--- src/rtl/lvt_write_scheduler.sv ---
`default_nettype none
// ============================================================================
// Module   : lvt_write_scheduler
// Purpose  : Init sweep plus round-robin address-conflict arbiter for 8 LVT RAM write ports.
// Revision : 1.0 - initial release
// ============================================================================
module lvt_write_scheduler #(
  parameter int          BLOCKSIZE  = 10,
  parameter logic [31:0] INIT_VALUE = 32'h0000_0000,
  parameter int          CNT_W      = 16
) (
  input  logic                        clk,
  input  logic                        rst,
  input  logic [7:0]                  req_valid,
  input  logic [8*(BLOCKSIZE+1)-1:0]  req_addr,
  input  logic [8*32-1:0]             req_data,
  output logic [7:0]                  req_ready,
  output logic [7:0]                  w_enb,
  output logic [8*(BLOCKSIZE+1)-1:0]  w_addr,
  output logic [8*32-1:0]             w_din,
  output logic                        init_done,
  output logic [CNT_W-1:0]            collision_cnt
);

  localparam int c_aw = BLOCKSIZE + 1;
  localparam int c_sw = c_aw - 3;

  typedef enum logic [0:0] {
    ST_INIT = 1'b0,
    ST_RUN  = 1'b1
  } state_t;

  state_t            r_state;
  state_t            w_state_nxt;
  logic [c_sw-1:0]   r_sweep_ptr;
  logic [2:0]        r_rr_ptr;
  logic [7:0]        w_win;
  logic [7:0]        w_lead;
  logic [2:0]        w_hi_lead;
  logic              w_stall;
  logic              w_last_group;

  assign w_last_group = (r_sweep_ptr == {c_sw{1'b1}});

  // A request loses only to a same-address request closer to rr_ptr (cyclic distance).
  always_comb begin
    w_win  = req_valid;
    w_lead = '0;
    for (int i = 0; i < 8; i++) begin
      for (int j = 0; j < 8; j++) begin
        if (i != j && req_valid[i] && req_valid[j] &&
            req_addr[i*c_aw +: c_aw] == req_addr[j*c_aw +: c_aw]) begin
          if ((3'(j) - r_rr_ptr) < (3'(i) - r_rr_ptr)) begin
            w_win[i] = 1'b0;
          end else begin
            w_lead[i] = 1'b1;
          end
        end
      end
    end
  end

  always_comb begin
    w_hi_lead = 3'd0;
    for (int i = 0; i < 8; i++) begin
      if (w_win[i] && w_lead[i]) begin
        w_hi_lead = 3'(i);
      end
    end
  end

  always_comb begin
    w_state_nxt = r_state;
    req_ready   = 8'h00;
    w_stall     = 1'b0;
    case (r_state)
      ST_INIT: begin
        if (w_last_group) begin
          w_state_nxt = ST_RUN;
        end
      end
      ST_RUN: begin
        if (!rst) begin
          req_ready = w_win;
        end
        w_stall = |(req_valid & ~w_win);
      end
      default: w_state_nxt = ST_INIT;
    endcase
  end

  always_ff @(posedge clk or posedge rst) begin
    if (rst) begin
      r_state <= ST_INIT;
    end else begin
      r_state <= w_state_nxt;
    end
  end

  always_ff @(posedge clk or posedge rst) begin
    if (rst) begin
      r_sweep_ptr   <= '0;
      r_rr_ptr      <= 3'd0;
      w_enb         <= 8'h00;
      w_addr        <= '0;
      w_din         <= '0;
      init_done     <= 1'b0;
      collision_cnt <= '0;
    end else if (r_state == ST_INIT) begin
      w_enb       <= 8'hFF;
      r_sweep_ptr <= r_sweep_ptr + c_sw'(1);
      for (int i = 0; i < 8; i++) begin
        w_addr[i*c_aw +: c_aw] <= {r_sweep_ptr, 3'(i)};
        w_din[i*32 +: 32]      <= INIT_VALUE;
      end
      if (w_last_group) begin
        init_done <= 1'b1;
      end
    end else begin
      w_enb  <= req_ready;
      w_addr <= req_addr;
      w_din  <= req_data;
      if (w_stall) begin
        r_rr_ptr <= w_hi_lead + 3'd1;
        if (collision_cnt != {CNT_W{1'b1}}) begin
          collision_cnt <= collision_cnt + CNT_W'(1);
        end
      end
    end
  end

endmodule
`default_nettype wire

--- config.mk ---
export PLATFORM = sky130hd
export DESIGN_NAME = lvt_write_scheduler
export DESIGN_NICKNAME = d
export VERILOG_FILES = /design/src/rtl/lvt_write_scheduler.sv
export SDC_FILE = /design/constraint.sdc
export NUM_CORES = 1
export LEC_CHECK = 0
export ABC_AREA = 1
export CORE_AREA = 8 8 281 283
export DETAILED_ROUTE_END_ITERATION = 8
export DIE_AREA = 0 0 289 291
export SLEW_MARGIN = 20
export SYNTH_ARGS = -nofsm -noshare
export SYNTH_HDL_FRONTEND = slang
export SYNTH_SLANG_ARGS = --single-unit
--- constraint.sdc ---
create_clock -name clk -period 20.9 [get_ports clk]
set_clock_uncertainty 0.2 [all_clocks]
set_input_delay 4.18 -clock clk [delete_from_list [all_inputs] [get_ports clk]]
set_output_delay 4.18 -clock clk [all_outputs]
set_load 0.02 [all_outputs]
### After elaboration in Yosys (flattened, before gate mapping)

Index checks and enable logic that the tools add are counted.

* bits in latches: 0
* register bits after elaboration: 381
* bits in read-only memories: 0
* memory bits (writable): 0
* memories: 0
* bits of input ports: 354
* logic and storage cells: 456

* add/sub/neg operators: 11
* equality and inequality tests: 58
* bitwise logic cells: 3
* div/mod/pow operators: 0
* reductions and logical operators: 95
* shift-type cells: 0
* multiply operators: 0
* magnitude comparators: 56
* mux-type cells: 225

Operator list (count)
* == test 11 bit: 56
* 2-to-1 mux 256 bit: 1
* 2-to-1 mux 1 bit: 214
* less-than comparator 3 bit: 56
* logical AND 1 bit: 91
* 2-to-1 mux 88 bit: 1
* 2-to-1 mux 8 bit: 3
* 2-to-1 mux 3 bit: 6
* adder 16 x 1 -> 16 bit (second input constant): 1
* != test 16 bit (second input constant): 1
* subtractor 3 bit (first input constant): 4
* adder 8 x 1 -> 8 bit (second input constant): 1
* AND 8 bit: 1
* == test 8 bit (second input constant): 1
* NOT 8 bit: 1
* OR reduction 8 bit: 1
* subtractor 1 x 3 -> 3 bit (first input constant): 2
* subtractor 2 x 3 -> 3 bit (first input constant): 2
* AND reduction 2 bit: 2
* adder 3 x 1 -> 3 bit (second input constant): 1
* AND reduction 3 bit: 1
* NOT 1 bit: 1

### Logic depth before layout (Yosys ltp)

* word-level depth: 25
* mapped depth: 29

### Least setup slack after synthesis

OpenSTA, ideal clock, no wires.

* path kind: in2out
* start: input rst
* end: output req_ready[0]
* buffers on the path: 0
* stages on the path: 3
* data required time: 16520 ps
* data arrival time: 14668 ps
* setup slack: 1852 ps
* cell sequence: clkinv_1 > nand3_1 > nor2_1

* word-level cells in the longest chain between the ends: 2

RTL lines
* from (decl): RTL line 13 `input logic rst,`
* 2-to-1 mux 8 bit: RTL line 83 `if (!rst) begin`
* 2-to-1 mux 8 bit: RTL line 76 `case (r_state)`
* to (decl): RTL line 17 `output logic [7:0] req_ready,`

Every way passes these cells.

### Worst setup path in the final report

* start: input req_addr[13]
* end: output req_ready[2]

* word-level cells in the longest chain between the ends: 15

RTL lines
* from (decl): RTL line 15 `input logic [8*(BLOCKSIZE+1)-1:0] req_addr,`
* == test 11 bit *: RTL line 52 `req_addr[i*c_aw +: c_aw] == req_addr[j*c_aw +: c_aw]) begin`
* logical AND 1 bit *: RTL line 51 `if (i != j && req_valid[i] && req_valid[j] &&`
* 2-to-1 mux 1 bit *: RTL line 51
* 2-to-1 mux 1 bit: RTL line 53 `if ((3'(j) - r_rr_ptr) < (3'(i) - r_rr_ptr)) begin`
* 2-to-1 mux 1 bit *: RTL line 51
* 2-to-1 mux 1 bit: RTL line 53
* 2-to-1 mux 1 bit *: RTL line 51
* 2-to-1 mux 1 bit: RTL line 53
* 2-to-1 mux 1 bit *: RTL line 51
* 2-to-1 mux 1 bit: RTL line 53
* 2-to-1 mux 1 bit *: RTL line 51
* 2-to-1 mux 1 bit: RTL line 53
* 2-to-1 mux 1 bit *: RTL line 51
* 2-to-1 mux 8 bit *: RTL line 83
* 2-to-1 mux 8 bit *: RTL line 76

Mark *: on every way between the ends. The rest lies on a longest branch, timed or not.

==> results.cfg <==
[logic_synthesis]
syn-mean-instance-area_sq_um = 7.177
synth_seq_cells = 381
yosys.area_share.simple = 0.3173
synth_top_family_by_area = simple AND/OR/NAND/NOR gates
ys_seq_area_frac = 0.4878
syn_inst = 2723
synth_compound_area_frac = 0.04834
synth_xor_xnor_area_share = 0.01703
ys_types = 33
syn_nets = 3096
synth_area_sq_um = 19540
muxShareOfSynthArea = 0
post_synth_fa_ha_maj_area_fraction = 0.01216
synth_warnings = 0

[global_route]
grt_pass1_wl_microns = 170600
gr-total-overflow = 0
grt_use_total = 0.2873
grt_max_degree = 105
grt_antenna_before_repair = 24
grt_pass1_vias = 20490

[critical_path]
cp_max_fo = 9
crit_slowest_cell = clkdlybuf4s50_1
start_kind = input pin
crit_type = input pin to output port
critical-path-max-stage-delay_ns = 1.08
crit_path_cell_trace = clkdlybuf4s50_1 > inv_1 > o21ai_0 > nor2_1 > nand2_1 > nor2_1 > nand3_1 > nand2_1 > inv_1 > nand2_1 > nor2_1 > nand2_1 > nor2_1 > clkdlybuf4s50_1
endpoint_kind = output port
worstPathArrival_ns = 7.71
ff2ff_setup_slack_ns = 16.92
cp.required_ns = 16.52

[routing]
drtIter0Drc = 2637
drtPass1Iterations = 9
remaining_drc_errors = 0
wl_microns = 125900
viasPerCell = 4.805
antenna_left = 0
vias = 21250
wl_per_cell_microns = 28.47

[floorplan]
start_util = 0.2612
dieArea_sq_um = 84100
die_x_microns = 289
fp.coreArea_sq_um = 74810
ios = 731
row_count = 101
die_height_microns = 291

[power]
leakagePower_nw = 15.79
p_switching_w = 0.0005153
worst_ir_drop_vdd_v = 0.00005172
power_frac_clock = 0.464
power.density_nw_per_um2 = 64.02
power.total_w = 0.001870
p_int_w = 0.001354
p_comb_frac = 0.140
p_sw_frac = 0.2756
sequentialPowerShare = 0.395

[finish]
nets = 3771
final_common_cell = nand2_1
nFillCells = 7786
area_delta_synth_final_pct = 49.43
final_cell_mix = nand2_1 (1087), clkdlybuf4s50_1 (730), inv_1 (383), dfrtp_1 (380), nor2_1 (239)
drive_above_1_share = 0.05383
seqCellArea_sq_um = 9538
multi_input_area_sq_um = 7717

[placement]
dp_slack_ns = 8.904
hpwl_microns = 99900
portBuffers = 730
finalWeightedCongestion = 1.127

[clock_network]
cts_tree = done
numCtsBuffers = 49
worstSkewPairLatency_ns = 0.59
htree_levels = 2
post-cts-setup-buffer-count = 0
clkTransAtPathRegs_ns = 0.06
hold_buffers = 0
cts-root-buf = clkbuf_16
cts_sinks = 381
cts_resized = 0
clock_path_buffers = 3

[min_path]
holdCritPathClass = register to register

[timing]
setup_violations = 0
finalSetupTns_ns = 0
period_needed_ns = 12.09
drv_slew = 0
fin_crit_sh = 0.5785
hold_viol = 0
timing.final.ws_setup_ns = 8.808
rsz0062_at_grt = false
maxSlewHeadroom = 0.3085
clock.fmax_mhz = 82.70
worst_pin_slew_ns = 1.037

[run]
maxCapViolations = 0

[run_status]
status = finished clean
## power by group through the flow
stage                     sequential [W]  combinational (W)  clock [W]
after detailed placement        0.000752           0.000253          0
after global routing            0.000739           0.000275   0.000920
after global placement          0.000752           0.000255          0
final                           0.000739           0.000263   0.000868
after CTS                       0.000739           0.000254   0.000895
after floorplan                 0.000753           0.000113          0
## kinds of logic after synthesis
| family | after synthesis |
|---|---|
| AO/OA/AOI/OAI | 184 |
| XOR/XNOR | 38 |
| adder cells (fa/ha/maj) | 19 |
| buffers and inverters | 558 |
| flip-flops | 381 |
| AND/OR/NAND/NOR | 1543 |
## Yosys cell counts (all sizes together)
cell    instances  area (sq um)
o21ai         159         803.3
nor4            3         18.77
dfrtp         381          9534
nor2          248         963.4
and3            3         18.77
o21a            1         7.510
nand2        1108          4222
buf            72         462.9
nor3           17         85.08
nand3         120         605.6
o31ai           1         7.510
clkinv          2         7.510
nand3b          8         63.81
a21oi          23         126.4
clkbuf         46         177.7
nand4          36         225.2
ha             19         237.7
xnor2          11         96.34
inv           438          1644
xor2           27         236.5
## registers in the layout, summed over array words and instances (netlist names)
signal,cells
w_din,256
r_sweep_ptr,8
init_done,1
w_enb,8
w_addr,88
collision_cnt,16
r_rr_ptr,3
r_state,1
## stage by stage
step | area [sq um] | util | instances | hold WS [ns]
global placement | 27540 | 0.3681 | 4325 | 0.2620
finish | 29200 | 0.3904 | 4423 | 0.2852
CTS | 29180 | 0.3901 | 4415 | 0.2978
floorplan | 19540 | - | 2723 | 0.2668
detailed placement | 27540 | 0.3681 | 4325 | 0.2824
global route | 29190 | 0.3901 | 4416 | 0.3303
## area by class of cell
type	instances	area share
diodes	8	0.0006855
clock buffers	65	0.04683
clock inverters	25	0.009640
inverters	440	0.05681
multi-input cells	1784	0.2643
flip-flops and latches	381	0.3266
well taps	978	0.04190
repair buffers	742	0.2533
## worst max-delay path: cells and delay by family
family | cells | cell delay [ns]
buffers and inverters | 4 | 2.26
AND/OR/NAND/NOR | 9 | 0.97
AO/OA/AOI/OAI | 1 | 0.28
## routing by layer
metal	global-route usage	vias up	share of wire
met1	0.3562	10090	0.39
met3	0.09388	308	0.11
li1	-	9470	-
met2	0.4568	1369	0.45
met4	0.1172	16	0.049
met5	0	-	0.00071
## worst paths after layout
| path | endpoint | startpoint | depth (start not counted) |
|---|---|---|---|
| max | req_ready[2] | req_addr[13] | 14 |
| min | init_done$_DFFE_PP0P_ | init_done$_DFFE_PP0P_ | 2 |
| max reg2reg | collision_cnt[15]$_DFFE_PP0P_ | r_rr_ptr[1]$_DFFE_PP0P_ | 17 |
| min reg2reg | init_done$_DFFE_PP0P_ | init_done$_DFFE_PP0P_ | 2 |
| max in group asynchronous | w_din[248]$_DFF_PP0_ | rst | 4 |
| min in group asynchronous | w_din[13]$_DFF_PP0_ | rst | 2 |
Power figures use the tool's default switching activity.
